==> src/rtl/digit_serial_adder_if.sv <==
// Operand/result bundle for digit_serial_adder: the requester drives the master side,
// the adder sits on the slave side.
interface digit_serial_adder_if #(
  parameter int N = 8
);
  logic         start;
  logic [N-1:0] a;
  logic [N-1:0] b;
  logic         cin;
  logic         sub;
  logic         busy;
  logic         done;
  logic [N-1:0] sum;
  logic         cout;
  logic         ovf;

  modport master (output start, a, b, cin, sub, input busy, done, sum, cout, ovf);
  modport slave  (input start, a, b, cin, sub, output busy, done, sum, cout, ovf);
endinterface

==> src/rtl/digit_serial_adder.sv <==
// Digit-serial adder: N-bit add in N/K cycles, K bits per clock, LSB digit first.
// Define DIGIT_SERIAL_ADDER_SUB_EN to make the captured sub bit select a - b.
module digit_serial_adder #(
  parameter int N = 8,
  parameter int K = 2
) (
  input  logic                clk,
  input  logic                rst_n,
  digit_serial_adder_if.slave bus
);
  localparam int KS = (K < 1) ? 1 : K;
  localparam int M  = N / KS;
  localparam int CW = (M > 1) ? $clog2(M) : 1;
  localparam int BW = (N > 1) ? $clog2(N) : 1;

  generate
    if ((K < 1) || (K > N) || ((N % KS) != 0)) begin : g_bad_cfg
      $error("digit_serial_adder: K must satisfy 1 <= K <= N and divide N");
    end
  endgenerate

  typedef enum logic [1:0] {IDLE, RUN, DONE} state_t;

  state_t          state_q, state_d;
  logic [CW-1:0]   cnt_q, cnt_d;
  logic            carry_q, carry_d;
  logic [N-1:0]    sum_q, sum_d;
  logic            cout_q, cout_d;
  logic            ovf_q, ovf_d;
  logic [N-1:0]    a_q, b_q, acc_q, acc_d;
  logic [N-1:0]    b_eff;
  logic            cin_eff;
  logic            accept;
  logic            last;
  logic [BW-1:0]   base;
  logic [K:0]      dig;

`ifdef DIGIT_SERIAL_ADDER_SUB_EN
  // Subtraction folds into the add path: invert b at capture and force the initial carry.
  assign b_eff   = bus.sub ? ~bus.b : bus.b;
  assign cin_eff = bus.sub ? 1'b1 : bus.cin;
`else
  assign b_eff   = bus.b;
  assign cin_eff = bus.cin;
`endif

  assign accept = (state_q != RUN) && bus.start;
  assign last   = (cnt_q == CW'(M - 1));
  assign base   = BW'(int'(cnt_q) * K);
  assign dig    = {1'b0, a_q[base +: K]} + {1'b0, b_q[base +: K]} + {{K{1'b0}}, carry_q};

  always_comb begin
    state_d = state_q;
    cnt_d   = cnt_q;
    carry_d = carry_q;
    sum_d   = sum_q;
    cout_d  = cout_q;
    ovf_d   = ovf_q;
    acc_d   = acc_q;
    acc_d[base +: K] = dig[K-1:0];
    unique case (state_q)
      IDLE, DONE: begin
        if (accept) begin
          state_d = RUN;
          cnt_d   = '0;
          carry_d = cin_eff;
        end else begin
          state_d = IDLE;
        end
      end
      RUN: begin
        carry_d = dig[K];
        cnt_d   = cnt_q + CW'(1);
        if (last) begin
          state_d = DONE;
          sum_d   = acc_d;
          cout_d  = dig[K];
          // Carry into the MSB is recovered as a^b^s at bit N-1.
          ovf_d   = a_q[N-1] ^ b_q[N-1] ^ acc_d[N-1] ^ dig[K];
        end
      end
      default: state_d = IDLE;
    endcase
  end

  always_ff @(posedge clk or negedge rst_n) begin
    if (!rst_n) begin
      state_q <= IDLE;
      cnt_q   <= '0;
      carry_q <= 1'b0;
      sum_q   <= '0;
      cout_q  <= 1'b0;
      ovf_q   <= 1'b0;
    end else begin
      state_q <= state_d;
      cnt_q   <= cnt_d;
      carry_q <= carry_d;
      sum_q   <= sum_d;
      cout_q  <= cout_d;
      ovf_q   <= ovf_d;
    end
  end

  // Operand and partial-sum storage carry no reset; every digit is rewritten before use.
  always_ff @(posedge clk) begin
    if (accept) begin
      a_q <= bus.a;
      b_q <= b_eff;
    end
    if (state_q == RUN) begin
      acc_q <= acc_d;
    end
  end

  assign bus.busy = (state_q == RUN);
  assign bus.done = (state_q == DONE);
  assign bus.sum  = sum_q;
  assign bus.cout = cout_q;
  assign bus.ovf  = ovf_q;
endmodule

==> src/flat_wrapper.sv <==
// flat-port wrapper written by rule: the top's interface ports become plain ports
module digit_serial_adder_flat 
#(
  parameter int N = 8,
  parameter int K = 2
)
  (clk, rst_n, bus_start, bus_a, bus_b, bus_cin, bus_sub, bus_busy, bus_done, bus_sum, bus_cout, bus_ovf);
  digit_serial_adder_if #(.N(N)) bus_i ();
  input  logic clk;
  input  logic rst_n;
  input wire logic [$bits(bus_i.start)-1:0] bus_start;
  input wire logic [$bits(bus_i.a)-1:0] bus_a;
  input wire logic [$bits(bus_i.b)-1:0] bus_b;
  input wire logic [$bits(bus_i.cin)-1:0] bus_cin;
  input wire logic [$bits(bus_i.sub)-1:0] bus_sub;
  output wire logic [$bits(bus_i.busy)-1:0] bus_busy;
  output wire logic [$bits(bus_i.done)-1:0] bus_done;
  output wire logic [$bits(bus_i.sum)-1:0] bus_sum;
  output wire logic [$bits(bus_i.cout)-1:0] bus_cout;
  output wire logic [$bits(bus_i.ovf)-1:0] bus_ovf;
  assign bus_i.start = bus_start;
  assign bus_i.a = bus_a;
  assign bus_i.b = bus_b;
  assign bus_i.cin = bus_cin;
  assign bus_i.sub = bus_sub;
  assign bus_busy = bus_i.busy;
  assign bus_done = bus_i.done;
  assign bus_sum = bus_i.sum;
  assign bus_cout = bus_i.cout;
  assign bus_ovf = bus_i.ovf;
  digit_serial_adder #(.N(N), .K(K)) u_core (.clk(clk), .rst_n(rst_n), .bus(bus_i));
endmodule
==> config.mk <==
export PLATFORM = sky130hd
export DESIGN_NAME = digit_serial_adder_flat
export DESIGN_NICKNAME = d
export VERILOG_FILES = /design/src/rtl/digit_serial_adder_if.sv /design/src/rtl/digit_serial_adder.sv /design/src/flat_wrapper.sv
export SDC_FILE = /design/constraint.sdc
export NUM_CORES = 1
export LEC_CHECK = 0
export BUFFER_PORTS_ARGS = -buffer_cell sky130_fd_sc_hd__buf_2
export CORE_MARGIN = 10
export CORE_UTILIZATION = 35
export CTS_CLUSTER_DIAMETER = 100
export CTS_CLUSTER_SIZE = 30
export DETAILED_ROUTE_END_ITERATION = 16
export PLACE_DENSITY_LB_ADDON = 0.05
export SLEW_MARGIN = 5
export SYNTH_ARGS = -nofsm -noshare
export SYNTH_HDL_FRONTEND = slang
export SYNTH_SLANG_ARGS = --single-unit
==> constraint.sdc <==
create_clock -name clk -period 3.76 [get_ports clk]
set_input_delay 0.188 -clock clk [delete_from_list [all_inputs] [get_ports clk]]
set_output_delay 0.188 -clock clk [all_outputs]
set_load 0.03 [all_outputs]
-- Word-level counts from Yosys, hierarchy flattened
Cells that the tools add are included.
- output and inout bits: 12
- register bits after elaboration: 39
- input port bits: 21
- word-level logic and storage cells: 40
- shift operators: 4
- mux-type cells: 8
- bitwise operators: 3
- add/subtract/negate cells: 4
- reduce and logical (&&, ||, !) cells: 6
- equality and inequality tests: 6
- operators with widths (operator ; count):
    8-bit by 4-bit indexed part select with 2-bit output ; 2
    8-bit bitwise mux ; 1
    2-bit case mux with 2 select lines ; 2
    2-bit by 5-bit variable shift with 8-bit output (first input constant) ; 1
    2-bit by 5-bit indexed part select with 8-bit output ; 1
    2-bit by 1-bit inequality test with 1-bit output (second input constant) ; 3
    3-bit negator with 5-bit output ; 1
    2-bit equality test (second input constant) ; 2
    2-bit two-way mux ; 2
    2-bit AND reduction ; 2
    2-bit by 2-bit adder with 3-bit output ; 1
    3-bit by 1-bit adder with 3-bit output ; 1
    1-bit XOR ; 3
    2-bit by 1-bit adder with 2-bit output (second input constant) ; 1
    2-bit by 1-bit equality test with 1-bit output (second input constant) ; 1
    2-bit zero test ; 1
    1-bit two-way mux ; 2
    1-bit case mux with 2 select lines ; 1
    2-bit nonzero test ; 1
    2-bit OR reduction ; 1
    1-bit logical AND ; 1

-- Logic depth before layout (Yosys ltp)
- word-level depth: 7
- mapped depth: 9
- gate-level depth less buffers: 8

-- Least setup slack after synthesis
OpenSTA, ideal clock, no wires.
- kind: reg-to-reg
- start: reg u_core.cnt_q[0]
- end: reg u_core.ovf_q (netlist: u_core.bus.ovf)
- path buffers: 1
- arrival: 2.507 ns
- setup time: 0.122 ns
- clock period less this slack: 2.629 ns
- cell stages (with the launch flop): 10
- setup slack: 1.131 ns
- data required time: 3.638 ns
- cells stage by stage: dfrtp_1 buf_4 mux4_2 fa_1 inv_1 fa_1 nor2_1 a31oi_4 xnor2_1 o21ai_1
- longest elaborated chain between the ends: 7
- elaborated cells on any way between the ends: 12
- those cells by class: add/sub: 3; eq/ne: 1; shift: 4; mux: 1; bitwise: 2; reduce/logical: 1
- ends and longest elaborated chain (what ; RTL line ; RTL):
    from (decl) ; digit_serial_adder.sv:25 ; logic [CW-1:0] cnt_q, cnt_d;
    from (signal assigned) ; digit_serial_adder.sv:96 ; cnt_q <= cnt_d;
    8-bit by 4-bit indexed part select with 2-bit output ; digit_serial_adder.sv:50 ; assign dig = {1'b0, a_q[base +: K]} + {1'b0, b_q[base +: K]} + {{K{1'b0}}, carry_q};
    2-bit by 2-bit adder with 3-bit output ; digit_serial_adder.sv:50 ;
    3-bit by 1-bit adder with 3-bit output ; digit_serial_adder.sv:50 ;
    2-bit by 5-bit indexed part select with 8-bit output ; digit_serial_adder.sv:60 ; acc_d[base +: K] = dig[K-1:0];
    8-bit bitwise mux ; digit_serial_adder.sv:60 ;
    1-bit XOR (2 in series) ; digit_serial_adder.sv:79 ; ovf_d = a_q[N-1] ^ b_q[N-1] ^ acc_d[N-1] ^ dig[K];
    to (signal assigned) ; digit_serial_adder.sv:100 ; ovf_q <= ovf_d;
    to (decl) ; digit_serial_adder.sv:29 ; logic ovf_q, ovf_d;
Several ways; a longest one is shown, not always the timed one.
A chain may end at the register's enable or synchronous reset.

-- Worst setup path after layout
Same ends and word-level chain as after synthesis.

==> flow_metrics.py <==
metrics = {
    "status": {
        "status": "finished, final reports clean",
    },
    "synth": {
        "synth_mux_area_frac": 0.112,
        "synth_xor_area_frac": 0.0150,
        "netlist_instances": 120,
        "synth_warnings": 0,
        "synth-edff-count": 24,
        "syn-cell-area_sq_um": 1750,
        "synth_top_family_by_area": "multiplexers",
        "synth.distinct_cells": 27,
        "synth_compound_area_frac": 0.0636,
        "synth-simple-area-share": 0.0729,
        "synth_adder_area_share": 0.0658,
        "synth_flop_cell": "edfxtp_1",
        "synth_seq_cells": 39,
        "postSynthAreaPerCell_sq_um": 14.6,
        "synthArstFlopShare": 0.385,
        "ys_seq_area_frac": 0.626,
        "syn_nets": 149,
    },
    "timing": {
        "hold_viol": 0,
        "rsz0062_at_grt": "false",
        "setup_violations": 0,
        "period_share": 0.781,
        "tightest_slew_ns": 1.22,
        "drv_slew": 0,
        "tns_ns": 0,
        "finalWorstSetupSlack_ns": 0.822,
        "post-route-min-period_ns": 2.94,
        "fin_skew_ns": 0.00401,
        "whs_ns": 0.0753,
        "maxSlewHeadroom": 0.183,
        "fmax_mhz": 340,
    },
    "global_routing": {
        "groute.usage.overall": 0.0813,
        "grt_pass1_vias": 1141,
        "grt.overflow.total": 0,
        "antenna_found_initial": 0,
        "grt_pass1_wl_mm": 5.32,
        "grt_max_degree": 17,
    },
    "routing": {
        "dr.pass1.iters": 4,
        "routed_via_density": 4.48,
        "final_antenna_net_count": 0,
        "wire_per_inst_microns": 14.1,
        "drc": 0,
        "vias": 1009,
        "wirelength_mm": 3.18,
        "first_iter_violations": 39,
    },
    "setup_path": {
        "slowest_stage": "dfrtp_1",
        "crit-reg2reg-launch": "u_core.cnt_q[0]$_DFFE_PN0P_",
        "worst_setup_path_end_kind": "register",
        "ff2ff_path_depth": 8,
        "criticalPathCategory": "reg2reg",
        "crit_chain": "mux4_2, fa_1, inv_1, fa_1, nor2_1, a31oi_4, xnor2_1, o21ai_1",
        "crit_path_start_kind": "register",
        "timing.rr.end": "u_core.bus.ovf$_DFFE_PN0P_",
        "arrival_ns": 3.10,
        "crit_required_ns": 3.92,
        "cpMostUsedCell": "fa_1",
        "critPathMaxFanout": 12,
        "r2r_slack_ns": 0.82,
        "crit_path_start": "u_core.cnt_q[0]$_DFFE_PN0P_",
        "cpPeakStageDelay_ns": 0.67,
    },
    "min_path": {
        "whs_path_depth": 1,
        "hold_start": "bus_a[2]",
        "hold_end": "u_core.a_q[2]$_DFFE_PP_",
        "worstHoldPathType": "in2reg",
    },
    "place": {
        "place_congestion": 0.779,
        "place_inst": 216,
        "port_buffers": 31,
        "post-place-ws_ns": 0.783,
        "place_area_sq_um": 1970,
        "dpl.hpwl_mm": 2.43,
    },
    "final_layout": {
        "area_delta_synth_final_pct": 17.7,
        "multi_input_area_sq_um": 576,
        "final_nets": 186,
        "drive_above_1_share": 0.329,
        "fin_cells": 225,
        "diodes": 0,
        "fin_util": 0.431,
        "design_area_sq_um": 2060,
        "seqCellArea_sq_um": 1100,
        "nFillCells": 464,
    },
    "cts": {
        "ctsResizeCount": 0,
        "clkSinkCount": 39,
        "cts_tree": "yes",
        "cts_made_buffers": 5,
        "cts.clk_slew.worst_paths_ns": 0.07,
        "worstSkewPairLatency_ns": 0.28,
        "root_buffer": "clkbuf_8",
        "cts.path.max_buffers": 2,
        "cts_max_level": 2,
    },
    "power": {
        "power.density_nw_per_um2": 938,
        "p_leak_nw": 0.887,
        "vdd_drop_max_v": 0.000266,
        "p_total_mw": 1.93,
    },
    "floorplanning": {
        "die_area_sq_um": 8230,
        "fp-row-count": 25,
        "start_util": 0.366,
        "ioPinCount": 33,
        "die_w_microns": 90.7,
        "die_h_microns": 90.7,
        "core_area_sq_um": 4790,
    },
    "job": {
        "cap_violations": 0,
    },
}
[layer usage]
metal,global-route usage,share of wire,vias up
met3,0.0324,0.058,6
met2,0.133,0.50,24
met5,0,0,-
met4,0.0398,0.020,0
li1,-,-,496
met1,0.0893,0.42,483
[area by class of cell]
class | instances | share of cell area
inverters | 16 | 0.0291
well taps | 67 | 0.0407
repair buffers | 32 | 0.0801
flip-flops and latches | 39 | 0.532
clock buffers | 8 | 0.0389
multi-input cells | 63 | 0.279
[synthesized netlist by cell type, types with 3 or more instances]
master,number,share of area
inv_1,14,0.030
dfrtp_1,15,0.21
nand2_1,3,0.0064
mux2_4,4,0.034
nand3_1,5,0.014
ha_1,6,0.043
o21ai_1,10,0.029
xnor2_1,3,0.015
nor2_1,4,0.0086
mux4_2,4,0.051
nor2b_1,6,0.021
edfxtp_1,24,0.41
[critical path, delay by kind of cell (launching register included)]
kind	cells	cell delay (ns)
muxes	1	0.60
AOI/OAI and AO/OA	2	0.21
xor gates and xnor gates	1	0.17
buffers and inverters	1	0.08
and+or+nand+nor	1	0.24
DFF	1	0.67
adders and majority gates	2	0.85
[registers in the layout (all words and copies together), names as in the netlist]
signal	cells
u_core.state_q	2
u_core.carry_q	1
u_core.bus.ovf	1
u_core.a_q	8
u_core.bus.cout	1
u_core.cnt_q	2
u_core.acc_q	8
u_core.b_q	8
u_core.bus.sum	8
[kinds of logic after synthesis]
logic type	Yosys count
adders and majority gates	8
muxes	12
DFF	39
AOI/OAI and AO/OA	17
buffers and inverters	18
xor gates and xnor gates	3
and+or+nand+nor	23
[what timing repair did]
action | CTS | global route
endpoints found under the hold margin | 15 | 0
hold buffers | 1 | 0
buffers inserted | 0 | 0
[how the worst max path moves through the flow]
stage | end | slack (ns)
6_report | u_core.bus.ovf$_DFFE_PN0P_ | 0.82
5_1_grt | u_core.bus.ovf$_DFFE_PN0P_ | 0.63
4_1_cts | u_core.bus.ovf$_DFFE_PN0P_ | 0.77
3_5_place_dp | u_core.bus.ovf$_DFFE_PN0P_ | 0.78
3_3_place_gp | u_core.bus.ovf$_DFFE_PN0P_ | 0.80
2_1_floorplan | u_core.bus.ovf$_DFFE_PN0P_ | 1.13
[cells in the final DEF, fill, tap and decap left out]
cell type,synthesis,layout
mux4_2,4,4
mux2_4,4,4
nand2_1,3,3
nand3_1,5,5
inv_1,14,14
dlygate4sd3_1,0,1
buf_2,0,31
mux2_1,2,2
clkbuf_1,0,3
a31oi_4,1,1
o21a_1,1,1
edfxtp_1,24,24
o22ai_1,1,1
xnor2_1,3,3
nand4_1,2,2
o21ai_1,10,10
mux2_2,2,2
clkbuf_8,0,5
ha_1,6,6
dfrtp_1,15,15
and2b_4,2,2
fa_1,2,2
nor2b_1,6,6
a21oi_1,2,2
a211oi_1,1,1
a22o_1,1,1
nand2_2,1,1
nor2_1,4,4
inv_2,2,2
[report_power, final]
part	switching (mW)	internal, mW	leakage, nW
Combinational	0.525	0.377	0.433
Clock	0.134	0.132	0.0395
Sequential	0.106	0.659	0.415
(Power assumes the default switching activity.)
